## config.mk

```make
export PLATFORM = sky130hd
export DESIGN_NAME = qbus_dma_arb_flat
export DESIGN_NICKNAME = d
export VERILOG_FILES = /design/src/rtl/qbus_dma_arb_if.sv /design/src/rtl/qbus_dma_arb.sv /design/src/flat_wrapper.sv
export SDC_FILE = /design/constraint.sdc
export NUM_CORES = 1
export LEC_CHECK = 0
export ABC_AREA = 0
export CAP_MARGIN = 20
export CORE_MARGIN = 4
export CORE_UTILIZATION = 32
export CTS_CLUSTER_DIAMETER = 150
export DETAILED_ROUTE_END_ITERATION = 16
export GPL_TIMING_DRIVEN = 0
export HOLD_SLACK_MARGIN = 0.12
export PLACE_DENSITY = 0.61
export SLEW_MARGIN = 10
export SYNTH_ARGS = -nofsm -noshare
export SYNTH_HDL_FRONTEND = slang
export SYNTH_SLANG_ARGS = --single-unit
```

## constraint.sdc

```tcl
create_clock -name pin_clk -period 1.4 [get_ports pin_clk]
set_input_delay 0.28 -clock pin_clk [delete_from_list [all_inputs] [get_ports pin_clk]]
set_output_delay 0.28 -clock pin_clk [all_outputs]
set_load 0.05 [all_outputs]
```

## src/rtl/qbus_dma_arb_if.sv

```systemverilog
// Signal bundle between the Q-bus DMA arbiter and the CPU bus-cycle logic / Q-bus pins.
// slave = arbiter view, master = the surrounding CPU wrapper and pad ring.
interface qbus_dma_arb_if;
  logic cpu_busy;
  logic cpu_req;
  logic cpu_hold;
  logic cpu_bus_dis;
  logic pin_dmr_n;
  logic pin_sack_n;
  logic pin_sync_n;
  logic pin_rply_n;
  logic pin_dmgo_n;
  logic dma_act;
  logic gnt_tmo;

  modport slave (
    input  cpu_busy, cpu_req, pin_dmr_n, pin_sack_n, pin_sync_n, pin_rply_n,
    output cpu_hold, cpu_bus_dis, pin_dmgo_n, dma_act, gnt_tmo
  );

  modport master (
    output cpu_busy, cpu_req, pin_dmr_n, pin_sack_n, pin_sync_n, pin_rply_n,
    input  cpu_hold, cpu_bus_dis, pin_dmgo_n, dma_act, gnt_tmo
  );
endinterface

```

## src/rtl/qbus_dma_arb.sv

```systemverilog
// Q-bus DMA arbiter: DMR/DMGO/SACK handshake, CPU stall and bus release for the F-11 wrapper.
// All outputs are registered decodes of the next state.
module qbus_dma_arb #(
  parameter int unsigned SYNC_STAGES = 2,
  parameter int unsigned GNT_TIMEOUT = 64
) (
  input logic            pin_clk,
  input logic            reset,
  qbus_dma_arb_if.slave  bus
);

  localparam logic [2:0] S_IDLE     = 3'd0;
  localparam logic [2:0] S_FAIR     = 3'd1;
  localparam logic [2:0] S_WAIT_CPU = 3'd2;
  localparam logic [2:0] S_GRANT    = 3'd3;
  localparam logic [2:0] S_MASTER   = 3'd4;
  localparam logic [2:0] S_RELEASE  = 3'd5;

  localparam logic [9:0] TMO_LAST = 10'(GNT_TIMEOUT - 1);

  // Raw pins {rply, sync, sack, dmr}, still active low while in the chain.
  logic [3:0] pins_raw;
  logic [3:0] sync_q [SYNC_STAGES];
  logic       dmr_s, sack_s, sync_s, rply_s;

  assign pins_raw = {bus.pin_rply_n, bus.pin_sync_n, bus.pin_sack_n, bus.pin_dmr_n};

  always_ff @(posedge pin_clk) begin
    if (reset) begin
      for (int unsigned i = 0; i < SYNC_STAGES; i++) sync_q[i] <= '1;
    end else begin
      sync_q[0] <= pins_raw;
      for (int unsigned i = 1; i < SYNC_STAGES; i++) sync_q[i] <= sync_q[i-1];
    end
  end

  assign dmr_s  = ~sync_q[SYNC_STAGES-1][0];
  assign sack_s = ~sync_q[SYNC_STAGES-1][1];
  assign sync_s = ~sync_q[SYNC_STAGES-1][2];
  assign rply_s = ~sync_q[SYNC_STAGES-1][3];

  logic [2:0] state_q, state_d;
  logic       fair_q, fair_d;
  logic       seen_q, seen_d;
  logic [9:0] tmr_q, tmr_d;
  logic       tmo_d;
  logic       dmgo_n_q, hold_q, bus_dis_q, act_q, tmo_q;

  always_comb begin
    state_d = state_q;
    fair_d  = fair_q;
    seen_d  = 1'b0;
    tmr_d   = '0;
    tmo_d   = 1'b0;
    case (state_q)
      S_IDLE: begin
        if (dmr_s) state_d = fair_q ? S_FAIR : S_WAIT_CPU;
      end
      S_FAIR: begin
        // seen_q remembers that the CPU's own cycle started; leave once it has ended.
        fair_d = 1'b0;
        seen_d = seen_q | bus.cpu_busy;
        if (!bus.cpu_busy && (seen_q || !bus.cpu_req)) state_d = S_WAIT_CPU;
      end
      S_WAIT_CPU: begin
        if (!dmr_s)                         state_d = S_IDLE;
        else if (!bus.cpu_busy && !sync_s)  state_d = S_GRANT;
      end
      S_GRANT: begin
        tmr_d = (tmr_q == '1) ? tmr_q : tmr_q + 10'd1;
        if (sack_s) begin
          state_d = S_MASTER;
        end else if (!dmr_s) begin
          state_d = S_IDLE;
        end else if (tmr_q >= TMO_LAST) begin
          state_d = S_IDLE;
          tmo_d   = 1'b1;
        end
      end
      S_MASTER: begin
        if (!sack_s) state_d = S_RELEASE;
      end
      S_RELEASE: begin
        if (!sync_s && !rply_s) begin
          state_d = S_IDLE;
          fair_d  = 1'b1;
        end
      end
      default: state_d = S_IDLE;
    endcase
  end

  always_ff @(posedge pin_clk) begin
    if (reset) begin
      state_q   <= S_IDLE;
      fair_q    <= 1'b0;
      seen_q    <= 1'b0;
      tmr_q     <= '0;
      dmgo_n_q  <= 1'b1;
      hold_q    <= 1'b0;
      bus_dis_q <= 1'b0;
      act_q     <= 1'b0;
      tmo_q     <= 1'b0;
    end else begin
      state_q   <= state_d;
      fair_q    <= fair_d;
      seen_q    <= seen_d;
      tmr_q     <= tmr_d;
      dmgo_n_q  <= (state_d != S_GRANT);
      hold_q    <= state_d inside {S_WAIT_CPU, S_GRANT, S_MASTER, S_RELEASE};
      bus_dis_q <= state_d inside {S_GRANT, S_MASTER, S_RELEASE};
      act_q     <= state_d inside {S_MASTER, S_RELEASE};
      tmo_q     <= tmo_d;
    end
  end

  assign bus.pin_dmgo_n  = dmgo_n_q;
  assign bus.cpu_hold    = hold_q;
  assign bus.cpu_bus_dis = bus_dis_q;
  assign bus.dma_act     = act_q;
  assign bus.gnt_tmo     = tmo_q;

endmodule

```

## src/flat_wrapper.sv

```systemverilog
// flat-port wrapper written by rule: the top's interface ports become plain ports
module qbus_dma_arb_flat 
#(
  parameter int unsigned SYNC_STAGES = 2,
  parameter int unsigned GNT_TIMEOUT = 64
)
  (pin_clk, reset, bus_cpu_busy, bus_cpu_req, bus_pin_dmr_n, bus_pin_sack_n, bus_pin_sync_n, bus_pin_rply_n, bus_cpu_hold, bus_cpu_bus_dis, bus_pin_dmgo_n, bus_dma_act, bus_gnt_tmo);
  qbus_dma_arb_if bus_i ();
  input logic pin_clk;
  input logic reset;
  input wire logic [$bits(bus_i.cpu_busy)-1:0] bus_cpu_busy;
  input wire logic [$bits(bus_i.cpu_req)-1:0] bus_cpu_req;
  input wire logic [$bits(bus_i.pin_dmr_n)-1:0] bus_pin_dmr_n;
  input wire logic [$bits(bus_i.pin_sack_n)-1:0] bus_pin_sack_n;
  input wire logic [$bits(bus_i.pin_sync_n)-1:0] bus_pin_sync_n;
  input wire logic [$bits(bus_i.pin_rply_n)-1:0] bus_pin_rply_n;
  output wire logic [$bits(bus_i.cpu_hold)-1:0] bus_cpu_hold;
  output wire logic [$bits(bus_i.cpu_bus_dis)-1:0] bus_cpu_bus_dis;
  output wire logic [$bits(bus_i.pin_dmgo_n)-1:0] bus_pin_dmgo_n;
  output wire logic [$bits(bus_i.dma_act)-1:0] bus_dma_act;
  output wire logic [$bits(bus_i.gnt_tmo)-1:0] bus_gnt_tmo;
  assign bus_i.cpu_busy = bus_cpu_busy;
  assign bus_i.cpu_req = bus_cpu_req;
  assign bus_i.pin_dmr_n = bus_pin_dmr_n;
  assign bus_i.pin_sack_n = bus_pin_sack_n;
  assign bus_i.pin_sync_n = bus_pin_sync_n;
  assign bus_i.pin_rply_n = bus_pin_rply_n;
  assign bus_cpu_hold = bus_i.cpu_hold;
  assign bus_cpu_bus_dis = bus_i.cpu_bus_dis;
  assign bus_pin_dmgo_n = bus_i.pin_dmgo_n;
  assign bus_dma_act = bus_i.dma_act;
  assign bus_gnt_tmo = bus_i.gnt_tmo;
  qbus_dma_arb #(.SYNC_STAGES(SYNC_STAGES), .GNT_TIMEOUT(GNT_TIMEOUT)) u_core (.pin_clk(pin_clk), .reset(reset), .bus(bus_i));
endmodule
```

==> results of run 1 <==
metal layers:
| layer | share of wire, % | vias to the layer above | wire length, um |
|---|---|---|---|
| li1 | - | 474 | - |
| met1 | 45 | 438 | 973 |
| met2 | 50 | 14 | 1100 |
| met3 | 3.9 | 2 | 84 |
| met4 | 0.97 | 0 | 21 |
| met5 | 0 | - | 0 |
cell families after synthesis:
group	Yosys count
multiplexers	2
AO/OA/AOI/OAI	24
flip-flops	28
adder cells (fa/ha/maj)	1
XOR/XNOR	3
AND/OR/NAND/NOR	57
buffers and inverters	6
cell type report:
type,count,area (um^2),area share (%)
Multi-Input combinational cell,87,602,41.1
Sequential cell,28,582,39.7
Timing Repair Buffer,15,148,10.1
Tap cell,46,57.6,3.93
Clock inverter,1,30.0,2.05
Clock buffer,3,22.5,1.54
Buffer,3,16.3,1.11
Inverter,2,7.51,0.512
critical path, delay by kind of cell (launching register included):
family	cells	cell delay, ns
fa+ha+maj	1	0.16
compound gates	1	0.15
simple gates	3	0.60
flops	1	0.38
synth_stat cells:
master / number
a2111oi_0: 1
a211oi_1: 1
a21o_1: 1
a21oi_1: 8
a31oi_1: 3
and3b_1: 1
buf_2: 3
clkbuf_1: 1
dfxtp_1: 28
ha_1: 1
inv_1: 2
mux2i_1: 2
nand2_1: 5
nand2b_1: 2
nand3_1: 4
nand3_2: 1
nand3b_1: 2
nand4_1: 2
nand4bb_1: 1
nor2_1: 13
nor2b_1: 4
nor3_1: 4
nor3b_1: 2
nor4_1: 3
nor4b_1: 1
o2111ai_1: 1
o21ai_0: 5
o22a_1: 1
o311a_1: 1
o311ai_0: 1
o31ai_1: 1
or2_2: 8
or3_1: 3
or4_1: 1
xnor2_1: 3
stage by stage:
stage,total power [mW],hold slack [ns],setup slack [ns]
finish,1.39,0.429,0.0493
global route,1.44,0.441,-0.0185
CTS,1.41,0.430,-0.00380
detailed placement,0.886,0.395,-0.383
global placement,0.884,0.395,-0.381
floorplan,0.856,0.384,0.00374
timing repair:
item                       in CTS  in global routing
gates cloned                    0                  0
gates resized for setup        27                 17
setup buffers                   2                  1
pin swaps                       1                  2
setup endpoints to repair      15                 12
where the power goes:
part	total (mW)	internal (mW)	switching [mW]
Combinational	0.0495	0.0298	0.0197
Clock	0.527	0.290	0.237
Sequential	0.813	0.806	0.00720
Total	1.39	1.13	0.264
worst paths after layout:
kind / slack [ns] / start / depth (start not counted) / endpoint
setup / recovery: 0.05 / u_core.tmr_q[1] / 5 / u_core.tmr_q[5]
hold reg to reg: 0.43 / u_core.sync_q[0][3] / 1 / u_core.sync_q[0][7]
setup reg to reg: 0.05 / u_core.tmr_q[1] / 5 / u_core.tmr_q[5]
hold / removal: 0.43 / u_core.sync_q[0][3] / 1 / u_core.sync_q[0][7]
==> flow_summary.ini, run 1 <==
[synth]
syn-cell-area_mm2 = 0.00112
synth_seq_area_share_pct = 50.1
syn_inst = 121
avgSynthCellArea_um2 = 9.24
synth_top_area_share_pct = 50.1
synthXorXnorAreaFrac_pct = 2.35
ys_top_cells_by_area = dfxtp_1 (50%), or2_2 (4.5%), nor2_1 (4.4%)
synth-warning-count = 0
synthAdderAreaFrac_pct = 1.12
ys_ff_latch = 28
synth-simple-area-share_pct = 28.7
synth_top_family_by_area = simple AND/OR/NAND/NOR gates
post-synth-top-area-cell = dfxtp_1
synthMuxAreaShare_pct = 1.79
synth_cell_types = 35
synth_compound_area_share_pct = 13.5
synth_nets = 130

[final_layout]
top_regs = u_core.tmr_q (10), u_core.sync_q (8), u_core.state_q (3)
largest_register_ffs = 10
area_growth_pct = 31.0
drive_above_1_share_pct = 32.4
final_cell_mix = dfxtp_1 (15), nor2_1 (13), dfxtp_2 (11), or2_2 (8), a21oi_1 (7)
layout.nets = 149
largest-register = u_core.tmr_q
final_core_util_pct = 43.6
fin_area_mm2 = 0.00147
layout_commonest_cell = dfxtp_1
antenna_cells = 0
instances_no_fill = 185
fill_cells = 371

[critical_path]
worstPathArrival_ns = 1.62
critPathMaxFanout = 7
start_kind = flop
timing.critical_path.cells = ha_4 > nand2_4 > nor3_2 > or4_4 > a21oi_2
crit_path_max_incr_delay_ns = 0.43
end_kind = flop
worst-endpoint-required_ns = 1.67
path_class = flop to flop
crit_slowest_cell = or4_4

[clocking]
cts_buffers = 3
numClockSinks = 28
insertion_delay_ns = 0.33
clock_path_buffers = 2
cts_hold_buffers = 0
cts_root_buf = clkbuf_4
cts_tree = built
ctsHtreeMaxLevel = 1
clkTransAtPathRegs_ns = 0.15

[timing]
worst_slew_pin_slew_ns = 0.385
relSlewSlack_pct = 73.7
skew_ns = 0.00524
fmax_mhz = 740
slew_viol_final = 0
timing.final.crit_period_ns = 1.35
setup_viol = 0
finalCritPeriodShare_pct = 96.5
grt_setup_unrepaired = true
finalSetupTns_ns = 0
final-hold-violation-count = 0

[global_route]
globalRouteOverflowTotal = 0
grt.met2_usage_pct = 19.5
met3_usage_pct = 3.71
grtUsageTotal_pct = 11.1
grt_pass1_vias = 908
antenna_found_initial = 0
grt_max_degree = 17
grt_busiest_layer = met2
grtUsageMet1_pct = 12.9
grt_pass1_wl_um = 3860

[route]
routed_wl_um = 2180
wire_per_inst_um = 11.8
detail_route.first_pass.iterations = 4
vias = 928
drc_errors = 0
viasPerCell = 5.02
drt_iter0_markers = 39
ant_nets = 0

[min_path]
hp-class = flop to flop

[place]
dp_hpwl_um = 1540
gp_congestion = 0.816
portBuffers = 12
dp.cells = 179
dpl-instance-area_mm2 = 0.00130

[floorplanning]
rows = 21
start_util_pct = 33.3
die_w_um = 67.1
coreArea_mm2 = 0.00336
die_area_mm2 = 0.00451
die_h_um = 67.1
io_pins = 13

[run]
cap_violations = 0

[outcome]
outcome = completed

[power_and_ir_drop]
leakagePower_nw = 0.488
max-vdd-ir-drop_uv = 661
powerDensity_mw_per_mm2 = 948
Power figures use the tool's default switching activity.
==> inputs of run 2 (changes only) <==
--- a/config.mk
+++ b/config.mk
@@ -13,7 +13,6 @@
 export DETAILED_ROUTE_END_ITERATION = 16
 export GPL_TIMING_DRIVEN = 0
 export HOLD_SLACK_MARGIN = 0.12
-export PLACE_DENSITY = 0.61
 export SLEW_MARGIN = 10
 export SYNTH_ARGS = -nofsm -noshare
 export SYNTH_HDL_FRONTEND = slang
==> flow_summary.ini, run 2 (synthesis results as in run 1) <==
[critical_path]
critPathMaxFanout = 5
end_kind = flop
worstPathArrival_ns = 1.56
r2r_start = u_core.tmr_q[8]
r2r_cells = 4
path_class = flop to flop
reg2reg_setup_slack_ns = 0.07
startpoint = u_core.tmr_q[8]
worst-endpoint-required_ns = 1.63
cp-endpoint = u_core.tmr_q[1]
reg2reg_to = u_core.tmr_q[1]
start_kind = flop

[clocking]
clkTransAtPathRegs_ns = 0.15
clock_path_buffers = 2
ctsHtreeMaxLevel = 1
cts_tree = built
insertion_delay_ns = 0.33
cts_root_buf = clkbuf_4
cts_buffers = 3
cts_hold_buffers = 0
numClockSinks = 28

[timing]
slew_viol_final = 0
setup_viol = 0
finalCritPeriodShare_pct = 95.3
grt_setup_unrepaired = true
final-hold-violation-count = 0
timing.final.crit_period_ns = 1.33
worst_slew_pin_slew_ns = 0.364
finalSetupTns_ns = 0
skew_ns = 0.00770
whs_ns = 0.428
relSlewSlack_pct = 75.5
setup_ws_ns = 0.0661
fmax_mhz = 750

[final_layout]
top_regs = u_core.tmr_q (10), u_core.sync_q (8), u_core.state_q (3)
final_cell_mix = dfxtp_1 (15), nor2_1 (13), or2_2 (8), a21oi_1 (7), dfxtp_2 (7)
antenna_cells = 0
largest_register_ffs = 10
layout.nets = 148
regArea_um2 = 592
final_core_util_pct = 44.2
multiInputGateArea_um2 = 619
area_growth_pct = 32.8
layout_commonest_cell = dfxtp_1
drive_above_1_share_pct = 33.3
largest-register = u_core.tmr_q
fill_cells = 367

[outcome]
outcome = completed

[floorplanning]
coreArea_mm2 = 0.00336
rows = 21
start_util_pct = 33.3
die_h_um = 67.1
die_w_um = 67.1
die_area_mm2 = 0.00451
io_pins = 13

[route]
viasPerCell = 5.02
vias = 924
drc_errors = 0
wire_per_inst_um = 12.0
ant_nets = 0
drt_iter0_markers = 28
routed_wl_um = 2220
detail_route.first_pass.iterations = 4

[global_route]
globalRouteOverflowTotal = 0
grt_pass1_vias = 946
grt_max_degree = 17
grtUsageTotal_pct = 11.2
antenna_found_initial = 0
grt_pass1_wl_um = 3910

[run]
cap_violations = 0

[place]
gp_congestion = 0.805
portBuffers = 12
dp_hpwl_um = 1570
place_ws_ns = -0.385

[power_and_ir_drop]
powerDensity_mw_per_mm2 = 928
leakagePower_nw = 0.504
max-vdd-ir-drop_uv = 491

[min_path]
hp-class = flop to flop
==> run 2: changes by cell type in the layout (fill, tap and decap cells not counted), sizes merged <==
cell | before | now
clkbuf | 5 | 4
==> run 2: layout make-up <==
cell class / count / area share, %
buffer: 3 / 1.10
clock buffer: 3 / 1.52
clock inverter: 1 / 2.02
inverter: 2 / 0.505
multi-input combinational: 87 / 41.7
sequential: 28 / 39.8
tap: 46 / 3.88
timing repair buffer: 14 / 9.44
==> run 2: critical path, stage by stage (launching register included) <==
cell	delay [ns]
dfxtp_4	0.40
nand4_1	0.18
or3_4	0.45
mux2i_1	0.16
nor2_1	0.05
==> run 2: worst min-delay path by stage <==
stage | startpoint | end | slack, ns | cells after the start
final | u_core.sync_q[0][1] | u_core.sync_q[0][5] | 0.43 | 1
after global routing | u_core.sync_q[0][3] | u_core.sync_q[0][7] | 0.44 | 1
after CTS | u_core.sync_q[0][1] | u_core.sync_q[0][5] | 0.43 | 1
after detailed placement | u_core.sync_q[0][1] | u_core.sync_q[0][5] | 0.40 | 1
after global placement | u_core.sync_q[0][1] | u_core.sync_q[0][5] | 0.39 | 1
after floorplan | bus_pin_dmr_n | u_core.sync_q[0][0] | 0.38 | 1
==> run 2: stage by stage <==
stage	std cells	power [mW]	instance area [um^2]
6_report	184	1.38	1490
5_1_grt	184	1.44	1490
4_1_cts	184	1.41	1410
3_5_place_dp	179	0.886	1300
3_3_place_gp	179	0.885	1300
2_1_floorplan	121	0.856	1120
==> run 2: what timing repair did <==
action	4_1_cts	5_1_grt
pin swaps	0	2
gates resized for setup	26	25
endpoints found under the setup margin	16	11
buffers inserted	2	0
==> run 2: report_power, final <==
| group | internal, mW | total (mW) | switching (mW) | leakage (nW) |
|---|---|---|---|---|
| Clock | 0.290 | 0.521 | 0.232 | 0.0279 |
| Combinational | 0.0306 | 0.0511 | 0.0205 | 0.240 |
| Sequential | 0.798 | 0.805 | 0.00761 | 0.236 |
| Total | 1.12 | 1.38 | 0.260 | 0.504 |
==> run 2: metal layers <==
metal / routed length [um] / vias up / track usage, %
li1: - / 473 / -
met3: 85 / 2 / 4.22
met4: 8 / 0 / 2.03
met5: 0 / - / 0
met2: 1140 / 17 / 19.9
met1: 983 / 432 / 12.8
==> inputs of run 3 (changes only) <==
--- a/config.mk
+++ b/config.mk
@@ -8,11 +8,13 @@
 export ABC_AREA = 0
 export CAP_MARGIN = 20
 export CORE_MARGIN = 4
-export CORE_UTILIZATION = 32
+export CORE_UTILIZATION = 48
 export CTS_CLUSTER_DIAMETER = 150
 export DETAILED_ROUTE_END_ITERATION = 16
 export GPL_TIMING_DRIVEN = 0
 export HOLD_SLACK_MARGIN = 0.12
+export PLACE_DENSITY = 0.73
+export SKIP_CTS_REPAIR_TIMING = 1
 export SLEW_MARGIN = 10
 export SYNTH_ARGS = -nofsm -noshare
 export SYNTH_HDL_FRONTEND = slang
==> flow_summary.ini, run 3 (synthesis results as in run 1) <==
[route]
vias = 971
drc_errors = 0
ant_nets = 0
routed_wl_um = 2240
detail_route.first_pass.iterations = 4
drt_iter0_markers = 15
wire_per_inst_um = 13.4
viasPerCell = 5.81

[final_layout]
top_regs = u_core.tmr_q (10), u_core.sync_q (8), u_core.state_q (3)
layout_commonest_cell = dfxtp_1
fin_area_mm2 = 0.00143
final_core_util_pct = 64.4
final_cell_mix = dfxtp_1 (16), nor2_1 (13), dfxtp_2 (9), or2_2 (8), a21oi_1 (8)
area_growth_pct = 27.4
fill_cells = 193
largest_register_ffs = 10
antenna_cells = 0
largest-register = u_core.tmr_q
layout.nets = 149
drive_above_1_share_pct = 28.1

[floorplanning]
start_util_pct = 50.6
rows = 17
io_pins = 13
die_h_um = 56.3
coreArea_mm2 = 0.00221
die_w_um = 56.3
die_area_mm2 = 0.00317

[min_path]
whs_endpoint = u_core.sync_q[0][0]
worstHoldStart = reset
min_path_cells = 2
hp-class = input pin to flop

[place]
dp_hpwl_um = 1430
gp_congestion = 0.805
dpl-instance-area_mm2 = 0.00128
portBuffers = 12

[global_route]
globalRouteOverflowTotal = 0
grt_max_degree = 16
grt_pass1_vias = 863
grt_pass1_wl_um = 3470
grtUsageTotal_pct = 13.7
antenna_found_initial = 0

[critical_path]
start_kind = flop
critPathMaxFanout = 7
r2r_cells = 6
reg2reg_to = u_core.tmr_q[1]
path_class = flop to flop
end_kind = flop
timing.critical_path.cells = ha_4 > nand2_4 > or3_4 > buf_6 > mux2i_1 > nor2_1
path_buf_inv = 1
worstPathArrival_ns = 1.68
crit_path_max_incr_delay_ns = 0.41
reg2reg_setup_slack_ns = -0.05
crit_slowest_cell = dfxtp_4
r2r_start = u_core.tmr_q[0]
worst-endpoint-required_ns = 1.63
crit_family = simple AND/OR/NAND/NOR gates

[timing]
final-hold-violation-count = 0
fmax_mhz = 687
relSlewSlack_pct = 66.4
finalSetupTns_ns = -0.101
skew_ns = 0.00241
grt_setup_unrepaired = true
finalCritPeriodShare_pct = 104
setup_ws_ns = -0.0546
whs_ns = 0.356
timing.final.crit_period_ns = 1.45
setup_viol = 4
slew_viol_final = 0
worst_slew_pin_slew_ns = 0.503

[run]
cap_violations = 0

[power_and_ir_drop]
max-vdd-ir-drop_uv = 492
leakagePower_nw = 0.564
p_total_mw = 1.25
powerDensity_mw_per_mm2 = 877

[clocking]
clkTransAtPathRegs_ns = 0.14
cts_buffers = 3
clock_path_buffers = 2
cts_tree = built
insertion_delay_ns = 0.32
numClockSinks = 28
cts_root_buf = clkbuf_4
ctsHtreeMaxLevel = 1

[outcome]
violations = setup timing
outcome = finished with violations
run 3: stage by stage:
step	worst slack (ns)	instances
2_1_floorplan	0.00374	121
3_3_place_gp	-0.370	161
3_5_place_dp	-0.386	161
4_1_cts	-0.351	165
5_1_grt	-0.0977	167
6_report	-0.0546	167
run 3: final cells by class:
type | instances | area (um^2) | area share [%]
clock buffers | 4 | 36.3 | 2.55
flip-flops and latches | 28 | 583 | 40.9
inverters | 2 | 7.51 | 0.527
multi-input cells | 87 | 593 | 41.6
plain buffers | 4 | 27.5 | 1.93
well taps | 28 | 35.0 | 2.46
repair buffers | 14 | 143 | 10.0
run 3: per-layer routing:
metal	part of all wire (%)	global-route usage, %
met5	0	0
met4	1.4	7.80
met3	3.8	2.30
met2	48	22.9
met1	46	16.6
run 3: worst max-delay path by stage:
stage / from / endpoint / slack (ns) / cells after the start
6_report: u_core.tmr_q[0] / u_core.tmr_q[1] / -0.05 / 6
5_1_grt: u_core.tmr_q[0] / u_core.tmr_q[1] / -0.1 / 6
4_1_cts: u_core.bus.dma_act / bus_dma_act / -0.35 / 1
3_5_place_dp: reset / u_core.bus.cpu_bus_dis / -0.39 / 6
3_3_place_gp: reset / u_core.bus.cpu_bus_dis / -0.37 / 6
2_1_floorplan: u_core.tmr_q[1] / u_core.tmr_q[1] / 0.004 / 6
run 3: report_power, final:
part           internal (mW)  total [mW]  switching, mW
Sequential             0.804       0.811        0.00776
Combinational         0.0307      0.0508         0.0201
Clock                  0.159       0.387          0.228
run 3: worst reg2reg max path: stages, from the launching register on:
cell	delay (ns)
dfxtp_4	0.41
ha_4	0.17
nand2_4	0.07
or3_4	0.37
buf_6	0.14
mux2i_1	0.14
nor2_1	0.07
